--- config.mk ---
export PLATFORM = sky130hd
export DESIGN_NAME = out_sample_player
export DESIGN_NICKNAME = d
export VERILOG_FILES = /design/src/rtl/out_sample_player_pkg.sv /design/src/rtl/out_sat_shift.sv /design/src/rtl/out_sample_player.sv
export SDC_FILE = /design/constraint.sdc
export NUM_CORES = 1
export LEC_CHECK = 0
export CORE_MARGIN = 2
export CORE_UTILIZATION = 37
export DETAILED_ROUTE_END_ITERATION = 7
export GPL_TIMING_DRIVEN = 1
export PLACE_DENSITY = 0.82
export SLEW_MARGIN = 20
export SYNTH_ARGS = -nofsm -noshare
export SYNTH_HDL_FRONTEND = slang
export SYNTH_SLANG_ARGS = --single-unit
--- constraint.sdc ---
create_clock -name clock -period 1.9 [get_ports clock]
set_input_delay 0.57 -clock clock [delete_from_list [all_inputs] [get_ports clock]]
set_output_delay 0.57 -clock clock [all_outputs]
set_load 0.05 [all_outputs]
--- src/rtl/out_sample_player_pkg.sv ---
// Shared definitions for the fifo5 output sample player.
// Holds the FSM state encoding and the sample, fifo word and fill-level widths
// used by out_sample_player and out_sat_shift.
package out_sample_player_pkg;

  localparam int unsigned SAMPLE_W = 16;  // DAC sample width
  localparam int unsigned WORD_W   = 32;  // fifo5 word {re, im}
  localparam int unsigned USEDW_W  = 6;   // fifo5 usedw width

  typedef enum logic [1:0] {
    ST_IDLE     = 2'd0,
    ST_PREFETCH = 2'd1,
    ST_WAITQ    = 2'd2,
    ST_PLAY     = 2'd3
  } state_e;

endpackage

--- src/rtl/out_sat_shift.sv ---
// Combinational gain-undo stage: arithmetic right shift of a signed 16-bit
// sample followed by saturation back to 16 bits.
// Ports:
//   din_i  - signed input sample (real half of the fifo5 word)
//   dout_o - shifted, saturated signed output sample
module out_sat_shift
  import out_sample_player_pkg::*;
#(
  parameter int unsigned SHIFT = 8
) (
  input  logic [SAMPLE_W-1:0] din_i,
  output logic [SAMPLE_W-1:0] dout_o
);

  logic signed [31:0] wide;

  // Work in 32 bits so the clamp stays meaningful for any SHIFT; with
  // SHIFT>=1 the result always fits and the clamp never fires.
  always_comb begin
    wide = {{(32 - SAMPLE_W){din_i[SAMPLE_W-1]}}, din_i};
    wide = wide >>> SHIFT;
    if (wide > 32'sd32767) begin
      dout_o = 16'h7FFF;
    end else if (wide < -32'sd32768) begin
      dout_o = 16'h8000;
    end else begin
      dout_o = wide[SAMPLE_W-1:0];
    end
  end

endmodule

--- src/rtl/out_sample_player.sv ---
// Hardware player draining the overlap-added output FIFO (fifo5) toward the DAC.
// Prefills fifo5, keeps one word buffered ahead, and emits one scaled sample
// per sample_tick; detects and counts underruns.
// Ports:
//   clock, reset        - rising-edge clock, async active-low reset
//   enable              - level; low returns to IDLE and discards the buffered word
//   sample_tick         - one-cycle strobe at the audio rate (>=3 clocks apart)
//   empty5, usedw5      - fifo5 status
//   outFIFO5            - fifo5 q {re, im}, valid the cycle after rdreq5
//   rdreq5              - fifo5 read request
//   dac_data, dac_valid - output sample and its one-cycle strobe
//   playing             - high while in PLAY
//   underrun            - one-cycle pulse per underrun event
//   underrun_cnt        - saturating underrun event counter
module out_sample_player
  import out_sample_player_pkg::*;
#(
  parameter int unsigned PREFILL = 16,
  parameter int unsigned SHIFT   = 8,
  parameter int unsigned UCNT_W  = 8
) (
  input  logic                clock,
  input  logic                reset,
  input  logic                enable,
  input  logic                sample_tick,
  input  logic                empty5,
  input  logic [USEDW_W-1:0]  usedw5,
  input  logic [WORD_W-1:0]   outFIFO5,
  output logic                rdreq5,
  output logic [SAMPLE_W-1:0] dac_data,
  output logic                dac_valid,
  output logic                playing,
  output logic                underrun,
  output logic [UCNT_W-1:0]   underrun_cnt
);

  localparam logic [USEDW_W-1:0] PREFILL_LVL = USEDW_W'(PREFILL);

  state_e              state_q, state_d;
  logic [SAMPLE_W-1:0] hold_q, hold_d;
  logic                hold_vld_q, hold_vld_d;
  logic                rd_pend_q, rd_pend_d;
  logic [SAMPLE_W-1:0] dac_data_q, dac_data_d;
  logic                dac_valid_q, dac_valid_d;
  logic                underrun_q, underrun_d;
  logic [UCNT_W-1:0]   ucnt_q, ucnt_d;
  logic                rdreq;

  logic                avail;
  logic [SAMPLE_W-1:0] play_re;
  logic [SAMPLE_W-1:0] scaled;
  logic                unused_im;

  // Imaginary half is not needed for time-domain playback.
  assign unused_im = ^outFIFO5[WORD_W-SAMPLE_W-1:0];

  // A word arriving from fifo5 this very cycle is as good as a buffered one,
  // so a tick landing on the capture cycle consumes it straight from the bus.
  assign avail   = hold_vld_q | rd_pend_q;
  assign play_re = hold_vld_q ? hold_q : outFIFO5[WORD_W-1:WORD_W-SAMPLE_W];

  out_sat_shift #(
    .SHIFT(SHIFT)
  ) u_sat_shift (
    .din_i (play_re),
    .dout_o(scaled)
  );

  always_comb begin
    state_d     = state_q;
    hold_d      = hold_q;
    hold_vld_d  = hold_vld_q;
    rd_pend_d   = 1'b0;
    dac_data_d  = dac_data_q;
    dac_valid_d = 1'b0;
    underrun_d  = 1'b0;
    ucnt_d      = ucnt_q;
    rdreq       = 1'b0;

    if (!enable) begin
      // Any read already issued completes in fifo5; its word is dropped here
      // along with the buffered one.
      state_d    = ST_IDLE;
      hold_d     = '0;
      hold_vld_d = 1'b0;
    end else begin
      case (state_q)
        ST_IDLE: begin
          if (usedw5 >= PREFILL_LVL) state_d = ST_PREFETCH;
        end
        ST_PREFETCH: begin
          if (!empty5) begin
            rdreq     = 1'b1;
            rd_pend_d = 1'b1;
            state_d   = ST_WAITQ;
          end
        end
        ST_WAITQ: begin
          hold_d     = outFIFO5[WORD_W-1:WORD_W-SAMPLE_W];
          hold_vld_d = 1'b1;
          state_d    = ST_PLAY;
        end
        ST_PLAY: begin
          if (rd_pend_q) begin
            hold_d     = outFIFO5[WORD_W-1:WORD_W-SAMPLE_W];
            hold_vld_d = 1'b1;
          end
          if (sample_tick) begin
            dac_valid_d = 1'b1;
            if (avail) begin
              dac_data_d = scaled;
              hold_vld_d = 1'b0;
              if (!empty5) begin
                rdreq     = 1'b1;
                rd_pend_d = 1'b1;
              end
            end else begin
              dac_data_d = '0;
              underrun_d = 1'b1;
              if (ucnt_q != '1) ucnt_d = ucnt_q + UCNT_W'(1);
              hold_vld_d = 1'b0;
              state_d    = ST_IDLE;
            end
          end else if (!avail && !empty5) begin
            rdreq     = 1'b1;
            rd_pend_d = 1'b1;
          end
        end
        default: state_d = ST_IDLE;
      endcase
    end
  end

  always_ff @(posedge clock or negedge reset) begin
    if (!reset) begin
      state_q     <= ST_IDLE;
      hold_q      <= '0;
      hold_vld_q  <= 1'b0;
      rd_pend_q   <= 1'b0;
      dac_data_q  <= '0;
      dac_valid_q <= 1'b0;
      underrun_q  <= 1'b0;
      ucnt_q      <= '0;
    end else begin
      state_q     <= state_d;
      hold_q      <= hold_d;
      hold_vld_q  <= hold_vld_d;
      rd_pend_q   <= rd_pend_d;
      dac_data_q  <= dac_data_d;
      dac_valid_q <= dac_valid_d;
      underrun_q  <= underrun_d;
      ucnt_q      <= ucnt_d;
    end
  end

  assign rdreq5       = rdreq;
  assign dac_data     = dac_data_q;
  assign dac_valid    = dac_valid_q;
  assign playing      = (state_q == ST_PLAY);
  assign underrun     = underrun_q;
  assign underrun_cnt = ucnt_q;

endmodule

======== Word-level counts from Yosys, hierarchy flattened ========
Index checks and enable logic that the tools add are counted.
word-level totals
  input port bits ......................... 43
  word-level logic and storage cells ...... 64
  output and inout port bits .............. 28
  bits in registers ....................... 46
operators by class
  reduce and logical (&&, ||, !) cells .... 9
  equality and inequality tests ........... 11
  bitwise logic cells ..................... 2
  muxes and demuxes ....................... 30
  add/sub/neg operators ................... 1
  $lt $le $gt $ge ......................... 3
operators with widths
  kind                   count
  $mux W16               6
  $pmux W16 S2           1
  $gt A8 B16 Y1 const B  1
  $lt A8 B16 Y1 const B  1
  $mux W1                15
  $ne A3 B3 Y1 const B   4
  $mux W2                5
  $add A8 B1 Y8 const B  1
  $ne A8 B8 Y1 const B   1
  $pmux W2 S4            1
  $ge A6 B5 Y1 const B   1
  $reduce_and A5 Y1      1
  $eq A2 B2 Y1 const B   2
  $ne A4 B3 Y1 const B   1
  $pmux W1 S2            2
  $reduce_and A2 Y1      2
  $reduce_and A4 Y1      1
  $ne A3 B1 Y1 const B   1
  $ne A3 B2 Y1 const B   1
  $reduce_and A3 Y1      1
  $eq A2 B1 Y1 const B   1
  $logic_not A1 Y1       2
  $logic_not A2 Y1       1
  $logic_and A1 B1 Y1    1
  2 further kinds        2

======== Logic depth before layout (Yosys ltp) ========
  depth in word-level cells ............... 7
  gate-level depth with buffers ........... 7
  mapped depth without buffers ............ 6

======== By module ========
Synthesis repeated with hierarchy kept, for this count alone.
second synthesis, totals
  cell total of the unflattened synthesis .. 211
  area total of the unflattened synthesis .. 2,204.6 µm²
by module, submodules not included
  module             area each (µm²)  seq. area each (µm²)  cells an instance  times used
  out_sample_player  2,118.3          1,151.1               195                1
  out_sat_shift      86.3             0.0                   16                 1

======== Worst setup path after synthesis ========
OpenSTA, ideal clock, no wires.
  kind .................................... register -> output
  from .................................... register state_q[1]
  to ...................................... output rdreq5
  stages on the path, launching flop included .. 4
  arrival time ............................ 2.338 ns
  slack ................................... -1.008 ns
  required time ........................... 1.330 ns
  buffers on the path ..................... 0
  cells stage by stage .................... dfrtp_1 ha_1 a21oi_1 nor3b_1
between the ends
  cells in the longest elaborated chain, start to end .. 3
  elaborated cells between the ends (all ways) .. 4
  those cells by class .................... eq/ne: 2; mux: 2
RTL lines
  item                    RTL line                  source
  from (decl)             out_sample_player.sv:39   state_e state_q, state_d;
  from (signal assigned)  out_sample_player.sv:145  state_q <= state_d;
  $eq A2 B2 Y1            --
  net playing             out_sample_player.sv:32   output logic playing,
  $pmux W1 S2             out_sample_player.sv:87   case (state_q)
  $mux W1                 out_sample_player.sv:80   if (!enable) begin
  to (decl)               out_sample_player.sv:29   output logic rdreq5,
The timed path passes the listed nets, and every way through them passes these cells.

======== Worst setup path after layout ========
  from .................................... input empty5
  to ...................................... output rdreq5
between the ends
  cells in the longest elaborated chain, start to end .. 6
  elaborated cells between the ends (all ways) .. 8
  those cells by class .................... mux: 6; reduce/logical: 2
RTL lines
  item                 RTL line                  source
  from (decl)          out_sample_player.sv:26   input logic empty5,
  $logic_not A1 Y1     out_sample_player.sv:124  end else if (!avail && !empty5) begin
  $logic_and A1 B1 Y1  out_sample_player.sv:124
  $mux W1              out_sample_player.sv:124
  $mux W1              out_sample_player.sv:108  if (sample_tick) begin
  $pmux W1 S2 *        out_sample_player.sv:87
  $mux W1 *            out_sample_player.sv:80
Mark *: on every way between the ends. The rest lies on a longest branch, timed or not.

==> impl_metrics.env <==
export IMPL_port_buffers=42
export IMPL_slowest_delay_ps=460
export IMPL_synthAdderAreaFrac_pct=4.99
export IMPL_switchingPower_mw=0.982
export IMPL_start_kind="primary input"
export IMPL_final_cell_mix="nand2_1, buf_4, dfrtp_1"
export IMPL_endpoint_kind="primary output"
export IMPL_syn_to_final_growth_pct=49.9
export IMPL_holdCritPathClass="reg -> reg"
export IMPL_clkLatencyLatePin_ps=280
export IMPL_path_buf_inv=2
export IMPL_die_w_um=67.8
export IMPL_crit_family="buffers and inverters"
export IMPL_antenna_found_initial=0
export IMPL_period_share_pct=108
export IMPL_postRouteAntennaNets=0
export IMPL_regArea_um2=753
export IMPL_hold_violations=0
export IMPL_num_fill_cells=345
export IMPL_synth_top_cell_area_share_pct=49.9
export IMPL_cp_max_fo=2
export IMPL_drt_iter0_drc=60
export IMPL_clockBufferDepth=2
export IMPL_slew_headroom_pct=73.0
export IMPL_yosysTopAreaCell="dfrtp_1"
export IMPL_viasPerCell=4.80
export IMPL_finalSetupViolCount=1
export IMPL_postSynthCellCount=164
export IMPL_peakVddDrop_v=0.000526
export IMPL_violations="negative setup slack"
export IMPL_status="complete, but fails checks"
export IMPL_ys_top_cells_by_area="dfrtp_1, nand2_1, o21ai_0, ha_1, a21oi_1"
export IMPL_setup_slack_ps=-146
export IMPL_yosysWarnings=0
export IMPL_dp_slack_ps=-558
export IMPL_combPwrFrac_pct=44.3
export IMPL_ys_types=28
export IMPL_clockPowerShare_pct=23.0
export IMPL_synth_compound_area_share_pct=11.5
export IMPL_drcViolationCount=0
export IMPL_row_count=23
export IMPL_first_pass_iters=4
export IMPL_grt_pass1_wl_um=5100
export IMPL_diodes=0
export IMPL_arrival_ps=1480
export IMPL_power_internal_mw=1.60
export IMPL_total_power_mw=2.58
export IMPL_ctsRootBufferMaster="clkbuf_8"
export IMPL_crit_slowest_cell="clkdlybuf4s50_1"
export IMPL_grt_overflow=0
export IMPL_slew_viol_final=0
export IMPL_syn_area_per_cell_um2=9.17
export IMPL_power_leakage_nw=1.07
export IMPL_p_per_area_nw_per_um2=1140
export IMPL_cts_tree="done"
export IMPL_initial_core_util_pct=38.1
export IMPL_clkSinkCount=30
export IMPL_crit_type="in -> out"
export IMPL_dieArea_um2=4590
export IMPL_multiInputGateArea_um2=696
export IMPL_synth_mux_area_fraction_pct=2.16
export IMPL_ys_ff_latch=30
export IMPL_yosys_area_share_simple_pct=20.6
export IMPL_pwr_share_seq_pct=32.7
export IMPL_tightest_slew_ps=402
export IMPL_yosys_area_share_xor_xnor_pct=3.49
export IMPL_path_clk_slew_ps=60
export IMPL_cts_htree_levels=2
export IMPL_drive_gt1_share_pct=31.6
export IMPL_ys_seq_area_share_pct=49.9
export IMPL_cts_hold_buf=0
export IMPL_finalNonFillerCells=265
export IMPL_maxCapViolations=0
export IMPL_grt_max_degree=31
export IMPL_fmaxAchievable_ghz=0.489
export IMPL_final_common_cell="nand2_1"
export IMPL_hold_ws_ps=479
export IMPL_finalWirelength_um=3090
export IMPL_syn_nets=213
export IMPL_cp_cell_sequence="clkdlybuf4s50_1 > nor3b_4 > buf_12"
export IMPL_fin_nets=263
export IMPL_die_h_um=67.8
export IMPL_fin_crit_ps=2050
export IMPL_pin_count=71
export IMPL_gp_congestion=0.821
export IMPL_core_area_um2=3940
export IMPL_avgRoutedWirePerCell_um=11.7
export IMPL_synth_area_um2=1500
export IMPL_post_dp_hpwl_um=2290
export IMPL_dp_cells=255
export IMPL_switching_share_pct=38.1
export IMPL_grt_use_total_pct=15.1
export IMPL_cts_made_buffers=5
export IMPL_via_count=1272
export IMPL_grt_setup_unrepaired="yes"
export IMPL_required_ps=1330
export IMPL_finalClockSkew_ps=4.48
export IMPL_dpl_cell_area_um2=2120
export IMPL_fin_area_um2=2250
export IMPL_synth_top_family_by_area="simple AND/OR/NAND/NOR gates"
export IMPL_grt_pass1_vias=1139
==> cells by family after synthesis <==
kind of cell | Yosys count
xor+xnor | 6
buf+inv | 19
compound gates | 32
fa+ha+maj | 6
flops | 30
simple gates | 68
mux | 3
==> worst min-delay path: stages, from the launching register on <==
cell and delay, ps:
dfrtp_1 340, nand2_1 50, o21ai_0 60
==> timing repair <==
action	in CTS	in global routing
setup buffers	2	0
setup endpoints to repair	11	5
pin swaps	4	1
gates resized for setup	8	3
hold endpoints to repair	0	0
==> power by group through the flow <==
stage / sequential, mW / clock, mW / combinational, mW
after global placement: 0.850 / 0 / 1.10
after global routing: 0.864 / 0.627 / 1.25
final: 0.843 / 0.593 / 1.14
after floorplan: 1.02 / 0 / 0.527
after detailed placement: 0.855 / 0 / 1.12
after CTS: 0.843 / 0.614 / 1.14
==> per-layer routing <==
layer | up-vias | part of all wire [%] | wire, µm | GRT usage, %
li1 | 642 | - | - | -
met1 | 584 | 44 | 1350 | 18.7
met2 | 41 | 48 | 1470 | 24.3
met3 | 5 | 7.1 | 218 | 5.33
met4 | 0 | 1.5 | 45 | 5.36
met5 | - | 0 | 0 | 0
==> state kept, by name (all words and copies together), names as in the netlist <==
signal / flops
hold_vld_q: 1
dac_valid: 1
hold_q: 8
state_q: 2
underrun_cnt: 8
dac_data: 8
rd_pend_q: 1
underrun: 1
==> cells in the mapped netlist <==
master	n
a21boi_1	1
a21oi_1	12
a222oi_1	1
buf_2	1
buf_4	8
buf_6	1
clkbuf_1	5
dfrtp_1	30
ha_1	6
inv_1	4
mux2_1	1
mux2_2	1
mux2i_1	1
nand2_1	37
nand2b_1	1
nand3_1	4
nand3_2	1
nor2_1	14
nor2b_1	1
nor3_1	3
nor3b_1	2
nor4_1	1
nor4_2	2
o211a_1	1
o21ai_0	17
or3_1	1
or3b_1	1
xor2_1	6
==> metrics by stage <==
step / setup TNS, ps / utilization (%)
5_1_grt: -218 / 57.2
4_1_cts: -198 / 56.9
2_1_floorplan: -93.7 / -
6_report: -146 / 57.2
3_3_place_gp: -4660 / 53.7
3_5_place_dp: -5190 / 53.7
==> path summary, 6_finish.rpt <==
check	slack, ps	cells after the start	endpoint	from
min in group asynchronous	670	2	dac_data[4]$_DFFE_PN0P_	reset
min reg2reg	480	2	dac_data[5]$_DFFE_PN0P_	dac_data[5]$_DFFE_PN0P_
max	-150	3	rdreq5	empty5
min	480	2	dac_data[5]$_DFFE_PN0P_	dac_data[5]$_DFFE_PN0P_
max in group asynchronous	920	2	underrun_cnt[0]$_DFFE_PN0P_	reset
max reg2reg	160	6	underrun_cnt[4]$_DFFE_PN0P_	state_q[0]$_DFFE_PN0P_
==> final cells by class <==
| cell class | count | area share [%] |
|---|---|---|
| well taps | 50 | 2.77 |
| flip-flops and latches | 30 | 33.4 |
| multi-input cells | 115 | 30.9 |
| clock buffers | 8 | 4.88 |
| repair buffers | 58 | 27.4 |
| inverters | 4 | 0.666 |
No activity file was read; power rests on OpenSTA's default activity.
